===== config.mk =====
export PLATFORM = sky130hd
export DESIGN_NAME = frame_link_arbiter
export DESIGN_NICKNAME = d
export VERILOG_FILES = /design/src/rtl/frame_link_arbiter.sv
export SDC_FILE = /design/constraint.sdc
export NUM_CORES = 1
export LEC_CHECK = 0
export CAP_MARGIN = 20
export CORE_AREA = 5 5 129 131
export DETAILED_ROUTE_END_ITERATION = 8
export DIE_AREA = 0 0 134 136
export PLACE_DENSITY = 0.55
export SYNTH_ARGS = -nofsm -noshare
export SYNTH_HDL_FRONTEND = slang
export SYNTH_SLANG_ARGS = --single-unit

===== constraint.sdc =====
create_clock -name clk -period 2.3 [get_ports clk]
set_clock_uncertainty 0.1 [all_clocks]
set_input_delay 0.575 -clock clk [delete_from_list [all_inputs] [get_ports clk]]
set_output_delay 0.575 -clock clk [all_outputs]
set_load 0.03 [all_outputs]

===== src/rtl/frame_link_arbiter.sv =====
// frame_link_arbiter: shares a 3-byte framed slave link between N_REQ requesters with timeout/retry.
// Define ARB_FIXED_PRIORITY_EN for fixed lowest-index priority instead of round-robin.
module frame_link_arbiter #(
   parameter int N_REQ     = 4,
   parameter int MAX_RETRY = 2,
   parameter int TIMEOUT   = 16,
   parameter int GAP       = 2
) (
   input  logic                  clk,
   input  logic                  rst,
   input  logic [N_REQ-1:0]      req,
   input  logic [8*N_REQ-1:0]    hdr,
   input  logic [16*N_REQ-1:0]   payload,
   output logic [N_REQ-1:0]      grant,
   output logic [N_REQ-1:0]      done,
   output logic                  fail,
   output logic [15:0]           rsp,
   output logic                  cs,
   output logic [7:0]            d_link,
   input  logic                  s_ack,
   input  logic                  s_err,
   input  logic [15:0]           s_dout
);
   localparam int IW = $clog2(N_REQ);
   typedef enum logic [2:0] {S_IDLE, S_B0, S_B1, S_B2, S_WAIT, S_FIN, S_GAP} state_t;
   state_t state, nxt;
   logic [IW-1:0] own, win, base;
   logic [7:0] hdr_q, tcnt;
   logic [15:0] pay_q, rsp_q;
   logic [2:0] retry;
   logic [3:0] gcnt;
   logic fail_q, hit, retry_ok, expired;
`ifdef ARB_FIXED_PRIORITY_EN
   assign base = '0;
`else
   logic [IW-1:0] ptr;
   assign base = ptr;
   always_ff @(posedge clk or negedge rst)
      if (!rst) ptr <= '0;
      else if (state == S_FIN) ptr <= (own == IW'(N_REQ-1)) ? '0 : own + 1'b1;
`endif
   // scanning downwards lets the nearest set bit after base overwrite the farther ones
   always_comb begin
      win = '0;
      for (int k = N_REQ-1; k >= 0; k--)
         if (req[(int'(base) + k) % N_REQ]) win = IW'((int'(base) + k) % N_REQ);
      hit = |req;
   end
   assign retry_ok = retry < 3'(MAX_RETRY);
   assign expired  = s_err || tcnt == 8'(TIMEOUT-1);
   always_comb begin
      nxt = state;
      case (state)
         S_IDLE:  nxt = hit ? S_B0 : S_IDLE;
         S_B0:    nxt = S_B1;
         S_B1:    nxt = S_B2;
         S_B2:    nxt = S_WAIT;
         S_WAIT:  nxt = s_ack ? S_FIN : expired ? (retry_ok ? S_GAP : S_FIN) : S_WAIT;
         S_FIN:   nxt = S_GAP;
         S_GAP:   nxt = (gcnt == 4'd1) ? ((retry != 3'd0) ? S_B0 : S_IDLE) : S_GAP;
         default: nxt = S_IDLE;
      endcase
   end
   always_ff @(posedge clk or negedge rst) begin
      if (!rst) begin
         state  <= S_IDLE;
         grant  <= '0;
         own    <= '0;
         hdr_q  <= '0;
         pay_q  <= '0;
         rsp_q  <= '0;
         fail_q <= 1'b0;
         retry  <= '0;
         tcnt   <= '0;
         gcnt   <= 4'(GAP);
      end else begin
         state <= nxt;
         tcnt  <= (state == S_WAIT) ? tcnt + 8'd1 : 8'd0;
         gcnt  <= (state == S_GAP) ? gcnt - 4'd1 : 4'(GAP);
         if (state == S_IDLE && hit) begin
            grant <= N_REQ'(1) << win;
            own   <= win;
            hdr_q <= hdr[8*int'(win) +: 8];
            pay_q <= payload[16*int'(win) +: 16];
         end
         if (state == S_WAIT && nxt == S_FIN) begin
            fail_q <= !s_ack;
            rsp_q  <= s_ack ? s_dout : 16'd0;
         end
         if (state == S_WAIT && nxt == S_GAP) retry <= retry + 3'd1;
         if (state == S_FIN) begin
            retry <= '0;
            grant <= '0;
         end
      end
   end
   assign cs     = !(state inside {S_B0, S_B1, S_B2});
   assign d_link = (state == S_B0) ? hdr_q : (state == S_B1) ? pay_q[15:8] : (state == S_B2) ? pay_q[7:0] : 8'd0;
   assign done   = (state == S_FIN) ? grant : '0;
   assign fail   = (state == S_FIN) && fail_q;
   assign rsp    = (state == S_FIN && !fail_q) ? rsp_q : 16'd0;
endmodule


# After elaboration in Yosys (flattened, before gate mapping)

Index checks and enable logic that the tools add are counted.

Flip-flop bits (word level): 67
Bits of input ports: 120

Add/sub/neg operators: 7
Magnitude comparators: 5
Equal/unequal tests: 11
Shifts and indexed selects: 3
Multiplexer cells: 35
Bitwise logic cells: 3
Reductions and logical operators: 18

Operator list:

| cell                                                        | number |
|---|---|
| variable part select 64 x 7 -> 16 bit                       | 1 |
| 2-to-1 mux 16 bit                                           | 2 |
| 2-to-1 mux 8 bit                                            | 4 |
| variable part select 32 x 6 -> 8 bit                        | 1 |
| one-hot mux 3 bit (7 select lines)                          | 1 |
| 2-to-1 mux 2 bit                                            | 8 |
| 2-to-1 mux 4 bit                                            | 4 |
| equality test 3 bit (second input constant)                 | 5 |
| less-than comparator 3 x 4 -> 1 bit (second input constant) | 3 |
| 2-to-1 mux 1 bit                                            | 9 |
| 2-to-1 mux 3 bit                                            | 3 |
| adder 8 x 1 -> 8 bit (second input constant)                | 1 |
| binary-select mux 1 bit (select 2 bit)                      | 4 |
| equality test 8 x 4 -> 1 bit (second input constant)        | 1 |
| equality test 3 x 2 -> 1 bit (second input constant)        | 2 |
| nonzero test 3 bit                                          | 2 |
| OR reduction 2 bit                                          | 3 |
| logical AND 1 bit                                           | 5 |
| adder 2 x 1 -> 2 bit (second input constant)                | 2 |
| adder 2 bit (second input constant)                         | 2 |
| equality test 4 x 1 -> 1 bit (second input constant)        | 1 |
| nonzero test 2 bit                                          | 2 |
| OR reduction 4 bit                                          | 1 |
| left shift 1 x 2 -> 4 bit (first input constant)            | 1 |
| other kinds (10)                                            | 14 |

# Longest topological paths before layout

Gate-level depths: netlist of the first run.

Word-level depth: 13
Depth in mapped cells: 7
Gate-level depth less buffers: 7

# Least setup slack after synthesis of the first run

OpenSTA, ideal clock, no wires.

Kind: register to output
Start: register state[0]
End: output rsp[0]
Arrival: 1.645 ns
Path slack: -0.020 ns
Stages on the path, launching flop included: 5
Buffers on the path: 1
Path through: dfrtp_1 nor2b_1 nand2_1 clkbuf_1 nor3_1

Cells in the longest elaborated chain, start to end: 3

RTL lines:

| item                   | RTL line | text |
|---|---|---|
| from (decl)            | 26       | `state_t state, nxt;` |
| from (signal assigned) | 77       | `state <= nxt;` |
| equality test 3 bit    | 101      | `assign rsp = (state == S_FIN && !fail_q) ? rsp_q : 16'd0;` |
| logical AND 1 bit      | 101      |  |
| 2-to-1 mux 16 bit      | 101      |  |
| to (decl)              | 17       | `output logic [15:0] rsp,` |

No other way between the ends.

# Worst setup path in the final report of the first run

Start: register state[1]
End: output rsp[4]

The elaborated chain is that of the path after synthesis.

==> results.json, run 1 <==
{
  "synth_compound_area_share_pct": 13.5,
  "slew-limit-headroom_pct": 58.1,
  "path_class": "reg2out",
  "worstHoldPathType": "in2async",
  "drtIter0Drc": 161,
  "vias": 3622,
  "rsz0062_at_grt": "true",
  "die_area_mm2": 0.0182,
  "clock_latency_ps": 320,
  "rows": 46,
  "synthAdderAreaFrac_pct": 1.99,
  "grt_pass1_vias": 3874,
  "syn2layout_area_growth_pct": 66.4,
  "post_dp_cell_area_mm2": 0.00574,
  "htree_levels": 3,
  "synth_xor_area_share_pct": 2.08,
  "met3_length_um": 1040,
  "cts_buffers": 9,
  "antenna_found_initial": 0,
  "syn_avg_cell_area_um2": 9.65,
  "layout.nets": 694,
  "cts_max_path_buffers": 2,
  "tritoncts": "built",
  "die_w_um": 134,
  "leakagePower_nw": 2.78,
  "grt_overflow": 0,
  "clock-sinks": 67,
  "io_pins": 154,
  "postCtsHoldBufs": 0,
  "critPathCaptureType": "output pin",
  "highest_layer": "met4",
  "grt_start_max_net_pins": 36,
  "fill_cells": 1506,
  "pwr_density_cell_mw_per_mm2": 1120,
  "muxShareOfSynthArea_pct": 15.4,
  "max_cap_viol_count": 0,
  "syn-cell-area_mm2": 0.00378,
  "status": "complete, no violations",
  "r2r-start": "state[0]",
  "dr.pass1.iters": 4,
  "dr_wl_met2_um": 6110,
  "ys_ff_latch": 67,
  "synth_fp_nets": 518,
  "timing.final.crit_share_pct": 99.8,
  "io_buffers": 153,
  "maxSlewViolCount": 0,
  "clockRootBuffer": "clkbuf_16",
  "grt_usage_pct": 13.3,
  "power_mw": 7.05,
  "antenna_left": 0,
  "regArea_mm2": 0.00168,
  "grt_pass1_wl_um": 19300,
  "synth_cell_type_count": 38,
  "hold_viol": 0,
  "wl_per_cell_um": 16.0,
  "clk_pin_slew_ps": 50,
  "synth_warnings": 0,
  "setup_viol": 0,
  "ys_seq_area_share_pct": 44.4,
  "start_util_pct": 24.4,
  "synth_top_family_by_area": "simple AND/OR/NAND/NOR gates",
  "worst_ep_required_time_ps": 1620,
  "drt-vias-per-instance": 4.73,
  "max-vdd-ir-drop_uv": 548,
  "synthCells": 392,
  "multi_input_area_mm2": 0.00207,
  "drt_drc_violations_left": 0,
  "dpl.hpwl_um": 9520,
  "wl_met1_um": 4980,
  "drive_gt1_share_pct": 23.4,
  "rrSetupSlack_ps": 250,
  "core-area_mm2": 0.0155,
  "cp_data_arrival_time_ps": 1620,
  "crit_start": "state[1]",
  "fp.dieH_um": 136,
  "place.gp.congestion": 0.805,
  "synthSimpleGateAreaFrac_pct": 16.4,
  "cp_max_fo": 13,
  "postRouteWirelength_um": 12300,
  "final_area_mm2": 0.00629,
  "startpoint_type": "flop",
  "max_freq_mhz": 436,
  "antenna_cells": 0,
  "post-route-min-period_ps": 2290,
  "worst_pin_slew_ps": 629
}
-- layout by cell type, fill, tap and decap left out, types with 3 or more instances in the layout --
cell / count
o221ai_1: 24
mux2i_1: 47
nor3_2: 13
clkbuf_16: 10
nand3_1: 19
nand2b_1: 6
or3_1: 3
and3_1: 10
nand2_1: 37
ha_1: 6
nor2b_4: 3
clkdlybuf4s50_1: 122
nor3_1: 3
buf_12: 11
o21ai_0: 20
mux2_2: 8
nor3_4: 4
inv_1: 24
dfrtp_1: 64
a22oi_2: 8
nor3b_1: 3
buf_6: 6
a21oi_1: 8
nor2_1: 21
xnor2_1: 7
buf_4: 53
-- stage by stage --
step	instances	setup WS [ps]	TNS (ps)	hold slack (ps)	util (%)
5_1_grt	765	-70.3	-522	149	40.6
6_report	765	5.53	0	103	40.6
2_1_floorplan	392	-20.2	-303	179	-
3_5_place_dp	745	-305	-5120	359	37.1
4_1_cts	764	-0.975	-1.16	119	39.4
3_3_place_gp	745	-307	-3980	340	37.1
-- metal layers --
| layer | global-route usage, % | vias to the layer above |
|---|---|---|
| met1 | 15.5 | 1713 |
| met3 | 4.48 | 10 |
| met2 | 23.5 | 147 |
| li1 | - | 1752 |
| met5 | 0 | - |
| met4 | 3.20 | 0 |
-- registers in the layout, indices dropped and copies added, names as in the netlist --
name    flops
base        2
fail_q      1
gcnt        4
grant       4
hdr_q       8
own         2
pay_q      16
retry       3
rsp_q      16
state       3
tcnt        8
-- where the power goes --
group          internal, mW  total, mW  switching, mW
Sequential             1.68       2.05          0.371
Combinational          1.81       3.77           1.96
Clock                 0.757       1.23          0.478
Total                  4.24       7.05           2.81
-- logic make-up after synthesis --
| kind of cell | Yosys count |
|---|---|
| AND/OR/NAND/NOR | 130 |
| AO/OA/AOI/OAI | 69 |
| flip-flops | 67 |
| multiplexers | 57 |
| buffers and inverters | 54 |
| XOR/XNOR | 9 |
| adder cells (fa/ha/maj) | 6 |
-- critical path, cell delays in order (launching register included) --
cell and delay, ps:
dfrtp_2 450, buf_4 160, nor2b_4 140, nand2_4 70
buf_12 150, nor3_2 130, buf_4 190
-- final timing paths --
check                                  to  depth (start not counted)
worst min register to register    tcnt[0]                          1
min in group clk                  tcnt[0]                          1
worst max-delay path               rsp[4]                          6
max in group asynchronous        state[1]                          2
worst min-delay path            pay_q[11]                          1
worst max register to register   grant[0]                          7
-- timing repair --
action | 4_1_cts | 5_1_grt
gates cloned | 1 | 1
resized for setup | 17 | 37
pin swaps | 3 | 3
setup buffers | 3 | 0
setup endpoints to repair | 27 | 23
-- final cells by class --
cell class / count / share of cell area, %
Multi-Input combinational cell: 272 / 32.9
Timing Repair Buffer: 194 / 30.8
Sequential cell: 67 / 26.7
Clock inverter: 4 / 0.418
Clock buffer: 12 / 3.92
Inverter: 24 / 1.43
Tap cell: 192 / 3.82
-- cells in the mapped netlist (all sizes together) --
cell type / number / share of area (%)
a211o: 1 / 0.23
a211oi: 1 / 0.33
a21o: 1 / 0.20
a21oi: 8 / 1.1
a22oi: 8 / 1.6
a32o: 2 / 0.53
and2: 2 / 0.33
and3: 10 / 1.7
buf: 14 / 2.3
clkbuf: 16 / 1.6
dfrtp: 66 / 44
dfstp: 1 / 0.70
ha: 6 / 2.0
inv: 24 / 2.4
mux2: 9 / 2.7
mux2i: 48 / 13
nand2: 39 / 3.9
nand2b: 6 / 0.99
nand3: 19 / 2.5
nand3b: 1 / 0.20
nor2: 23 / 2.3
nor2b: 2 / 0.33
nor3: 20 / 2.8
nor3b: 3 / 0.60
nor4: 1 / 0.17
o2111ai: 2 / 0.46
o21ai: 20 / 2.6
o221ai: 24 / 5.6
o31ai: 1 / 0.20
o41ai: 1 / 0.73
or2: 1 / 0.17
or3: 3 / 0.50
xnor2: 7 / 1.6
xor2: 2 / 0.46
(Power assumes the default switching activity.)
==> run 2, diff against run 1 <==
CELL_PAD_IN_SITES_DETAIL_PLACEMENT = 2   (was unset)
CELL_PAD_IN_SITES_GLOBAL_PLACEMENT = 2   (was unset)
GPL_ROUTABILITY_DRIVEN = 0   (was unset)
PLACE_DENSITY = 0.84   (was 0.55)
==> run 2 against run 1 <==
The flow now finishes with violations (negative setup slack). Core utilization shrank 1.0 points. Largest cell class unchanged. Setup slack got worse by 31 ps. Die area unchanged.
==> results.json, run 2 (synthesis gave the netlist of run 1 again) <==
{
  "post-route-min-period_ps": 2320,
  "clockRootBuffer": "clkbuf_16",
  "hold_viol": 0,
  "grt_usage_pct": 16.5,
  "top_regs": "pay_q: 16 flops, rsp_q: 16 flops",
  "maxSlewViolCount": 0,
  "startpoint_type": "flop",
  "crit_buf_inv": 2,
  "htree_levels": 3,
  "cp_max_fo": 8,
  "antenna_cells": 0,
  "dpl.hpwl_um": 11700,
  "grt_use_met1_pct": 18.3,
  "final_area_mm2": 0.00613,
  "syn2layout_area_growth_pct": 62.2,
  "grt_start_max_net_pins": 68,
  "slew-limit-headroom_pct": 55.6,
  "layout_commonest_cell": "clkdlybuf4s50_1",
  "antenna_found_initial": 0,
  "io_buffers": 153,
  "dr.pass1.iters": 4,
  "crit_path_top_delay_cell": "dfrtp_2",
  "drt-vias-per-instance": 4.97,
  "grt_pass1_wl_um": 23400,
  "post_dp_cell_area_mm2": 0.00566,
  "grt_overflow": 0,
  "rows": 46,
  "antenna_left": 0,
  "cts_max_path_buffers": 2,
  "tritoncts": "built",
  "status": "finished, violations left",
  "max_freq_mhz": 430,
  "crit_chain": "buf_8, mux2_4, a22oi_2, nor2_1, buf_4",
  "max_cap_viol_count": 0,
  "failed_checks": "negative setup slack",
  "die_w_um": 134,
  "leakagePower_nw": 2.71,
  "core-area_mm2": 0.0155,
  "grtUsageMet2_pct": 29.4,
  "worstHoldPathType": "in2async",
  "clock_latency_ps": 330,
  "clk_pin_slew_ps": 60,
  "drt_drc_violations_left": 0,
  "fp.dieH_um": 136,
  "path_class": "reg2out",
  "rsz0062_at_grt": "true",
  "use_met3_pct": 5.81,
  "clock-sinks": 67,
  "wl_per_cell_um": 19.7,
  "cts_buffers": 9,
  "start_util_pct": 24.4,
  "final_cell_mix": "clkdlybuf4s50_1, dfrtp_1, buf_4",
  "drive_gt1_share_pct": 21.0,
  "max-vdd-ir-drop_uv": 426,
  "worst_ep_required_time_ps": 1620,
  "critPathTopFamily": "flip-flops",
  "setup_viol": 4,
  "fin_util_pct": 39.6,
  "drtIter0Drc": 79,
  "postRouteWirelength_um": 14800,
  "die_area_mm2": 0.0182,
  "vias": 3740,
  "critPathCaptureType": "output pin",
  "timing.final.crit_share_pct": 101,
  "cp_slowest_stage_delay_ps": 460,
  "worst_pin_slew_ps": 667,
  "pwr_density_cell_mw_per_mm2": 1150,
  "layout.nets": 683,
  "worst_slack_ps": -25.0,
  "busiest_layer": "met2",
  "grt_pass1_vias": 4342,
  "cp_data_arrival_time_ps": 1650,
  "io_pins": 154
}
-- run 2: timing repair --
action	CTS	global route
setup endpoints to repair	19	55
pin swaps	4	3
gates resized for setup	26	20
buffers inserted	3	1
hold buffers	0	0
-- run 2: stage by stage --
stage | setup TNS, ps | instances | hold WS [ps] | worst slack [ps] | power [mW]
floorplan | -303 | 392 | 179 | -20.2 | 4.00
global placement | -4460 | 734 | 339 | -204 | 5.25
detailed placement | -8500 | 734 | 360 | -394 | 5.47
CTS | -320 | 752 | 175 | -60.8 | 6.99
global route | -547 | 753 | 185 | -72.7 | 7.51
finish | -87.4 | 753 | 154 | -25.0 | 7.03
-- run 2: worst paths after layout --
kind,startpoint,endpoint,cells after the start,slack [ps]
setup / recovery,state[1],d_link[7],5,-20
max in group asynchronous,rst,state[1],2,1600
setup reg to reg,state[0],rsp_q[13],7,270
hold / removal,rst,retry[1],2,150
hold reg to reg,tcnt[0],tcnt[0],1,360
min in group clk,tcnt[0],tcnt[0],1,360
-- run 2: metal layers --
metal / vias to the layer above / share of wire, %
met5: - / 0
met4: 0 / 1.9
met3: 19 / 9.0
met2: 158 / 50
met1: 1840 / 39
li1: 1723 / -
-- run 2: cell type report --
type / instances / area, um^2
repair buffers: 184 / 1830
clock buffers: 13 / 250
multi-input cells: 271 / 2020
clock inverters: 2 / 12.5
inverters: 24 / 90.1
flip-flops and latches: 67 / 1680
fillers: 1649 / 9350
well taps: 192 / 240
-- run 2: power by group --
group          switching, mW  internal [mW]  total, mW
logic                   1.96           1.71       3.67
registers              0.429           1.68       2.11
clock network          0.506          0.752       1.26
total                   2.90           4.14       7.03
==> variant: new RTL, settings of run 1 <==
Build with the macro `ARB_FIXED_PRIORITY_EN` defined.
--- a/src/rtl/frame_link_arbiter.sv
+++ b/src/rtl/frame_link_arbiter.sv
@@ -1,5 +1,7 @@
 // frame_link_arbiter: shares a 3-byte framed slave link between N_REQ requesters with timeout/retry.
 // Define ARB_FIXED_PRIORITY_EN for fixed lowest-index priority instead of round-robin.
+`define ARB_FIXED_PRIORITY_EN
+
 module frame_link_arbiter #(
    parameter int N_REQ     = 4,
    parameter int MAX_RETRY = 2,
Formal check against the unedited RTL: not equivalent (a bounded check fails within 10 cycles, from zero or initial values and one cycle with rst low).
==> variant against run 1 <==
- the flow now finishes with violations (setup timing)
- worst setup slack got worse by 0.042 ns
- clock power increased by 9.8%
- global-route usage decreased by 0.32 points
- largest cell class is now non-clock buffers
- wire length decreased by 6.1%
- critical endpoint is now rsp[6]
- sequential cell count decreased by 4
- worst hold slack got worse by 0.017 ns
- combinational power decreased by 19%
- highest routed layer unchanged
- total power decreased by 10%
- design area decreased by 6.9%
- synthesized area decreased by 10%
==> variant: results <==
[place]
post-place-ws_ns = -0.110
placed_cells = 691
globalplace.congestion = 0.812
placed_area_um2 = 5340
dp_hpwl_mm = 8.86

[pwr]
p_int_uw = 3920
p_leak_uw = 0.00246
vdd.ir_drop.worst_mv = 0.976

[global_routing]
grt_pass1_vias = 3572
grt_pass1_wl_mm = 18.4
grt_use_total_pct = 12.9
use_met1_pct = 15.1
use_met3_pct = 4.96
grt_max_degree = 47
grtUsageMet2_pct = 22.0

[outcome]
violations = "setup timing"
status = "complete, but fails checks"

[logic_synthesis]
yosys-top-cells-count = "dfrtp_1, nor2_1, a22o_1, a21oi_1, a221oi_1"
syn_inst = 341
synth-xor-area-share_pct = 1.80
synth.area.top_cells = "dfrtp_1, a22o_1, a221oi_1, nor2_1, a21oi_1"
synth_fa_ha_area_share_pct = 1.84
synth_ff_type = "dfrtp_1"
syn-num-nets = 466
seq_area_frac_synth_pct = 46.4
synth_mux_area_share_pct = 2.65
synth.distinct_cells = 44
synth_compound_area_share_pct = 26.2

[setup_path]
arrival_ns = 1.66
r2r_slack_ns = 0.34
crit_path_max_fanout = 8
crit_family = "simple AND/OR/NAND/NOR gates"

[route]
drtIter0Drc = 109
wl_per_cell_um = 16.2
routed_wl_mm = 11.5
vias = 3325

[timing]
setup_tns_ns = -0.435
fin_ws_ns = -0.0366
setup_viol = 17
finalCritPeriodShare_pct = 102
hold-worst-slack_ns = 0.0866
worst_slew_pin_slew_ns = 0.553

[final_layout]
fin_nets = 639
nFillCells = 1574
drive_gt1_share_pct = 25.6
[variant: final timing paths]
path / from / endpoint / cells past startpoint
setup / recovery: state[1] / rsp[6] / 6
hold / removal: rst / rsp_q[4] / 1
setup reg to reg: state[0] / rsp_q[12] / 4
hold reg to reg: tcnt[0] / tcnt[0] / 1
max in group asynchronous: rst / gcnt[1] / 2
min in group clk: tcnt[0] / tcnt[0] / 1
[variant: cells by family after synthesis]
family | after synthesis
AO/OA/AOI/OAI | 117
multiplexers | 8
AND/OR/NAND/NOR | 108
adder cells (fa/ha/maj) | 5
flip-flops | 63
buffers and inverters | 33
XOR/XNOR | 7
[variant: repair_timing]
action | CTS | global route
setup buffers | 3 | 0
endpoints found under the setup margin | 24 | 24
pin swaps | 21 | 12
cloned | 1 | 0
resized for setup | 49 | 12
hold buffers | 0 | 0
[variant: worst register-to-register path: stages (launching register included)]
cell and delay, ns:
dfrtp_1 0.44, or3b_1 0.65, nor2_8 0.21, o21ai_4 0.16, a22o_1 0.28
[variant: power groups by stage]
stage	Clock, uW	Combinational (uW)	Sequential [uW]
2_1_floorplan	0	1690	1810
3_5_place_dp	0	2790	1910
4_1_cts	1390	3040	1930
6_report	1350	3050	1920
3_3_place_gp	0	2760	1890
5_1_grt	1450	3330	1980
[variant: layout make-up]
cell class / instances / area [um2] / share of cell area, %
repair buffers: 189 / 1910 / 32.6
multi-input cells: 245 / 1810 / 30.9
flip-flops and latches: 63 / 1580 / 27.0
well taps: 192 / 240 / 4.10
clock buffers: 9 / 225 / 3.84
clock inverters: 7 / 73.8 / 1.26
inverters: 6 / 22.5 / 0.384
[variant: metrics by stage]
stage	power, uW	util [%]
after floorplan	3500	-
after global placement	4640	34.5
after detailed placement	4700	34.5
after CTS	6360	37.7
after global routing	6760	37.8
final	6320	37.8
[variant: metal layers]
metal / routed length, um / vias to the layer above
met4: 151 / 0
met5: 0 / -
met3: 1000 / 11
met2: 5580 / 144
met1: 4790 / 1563
li1: - / 1607
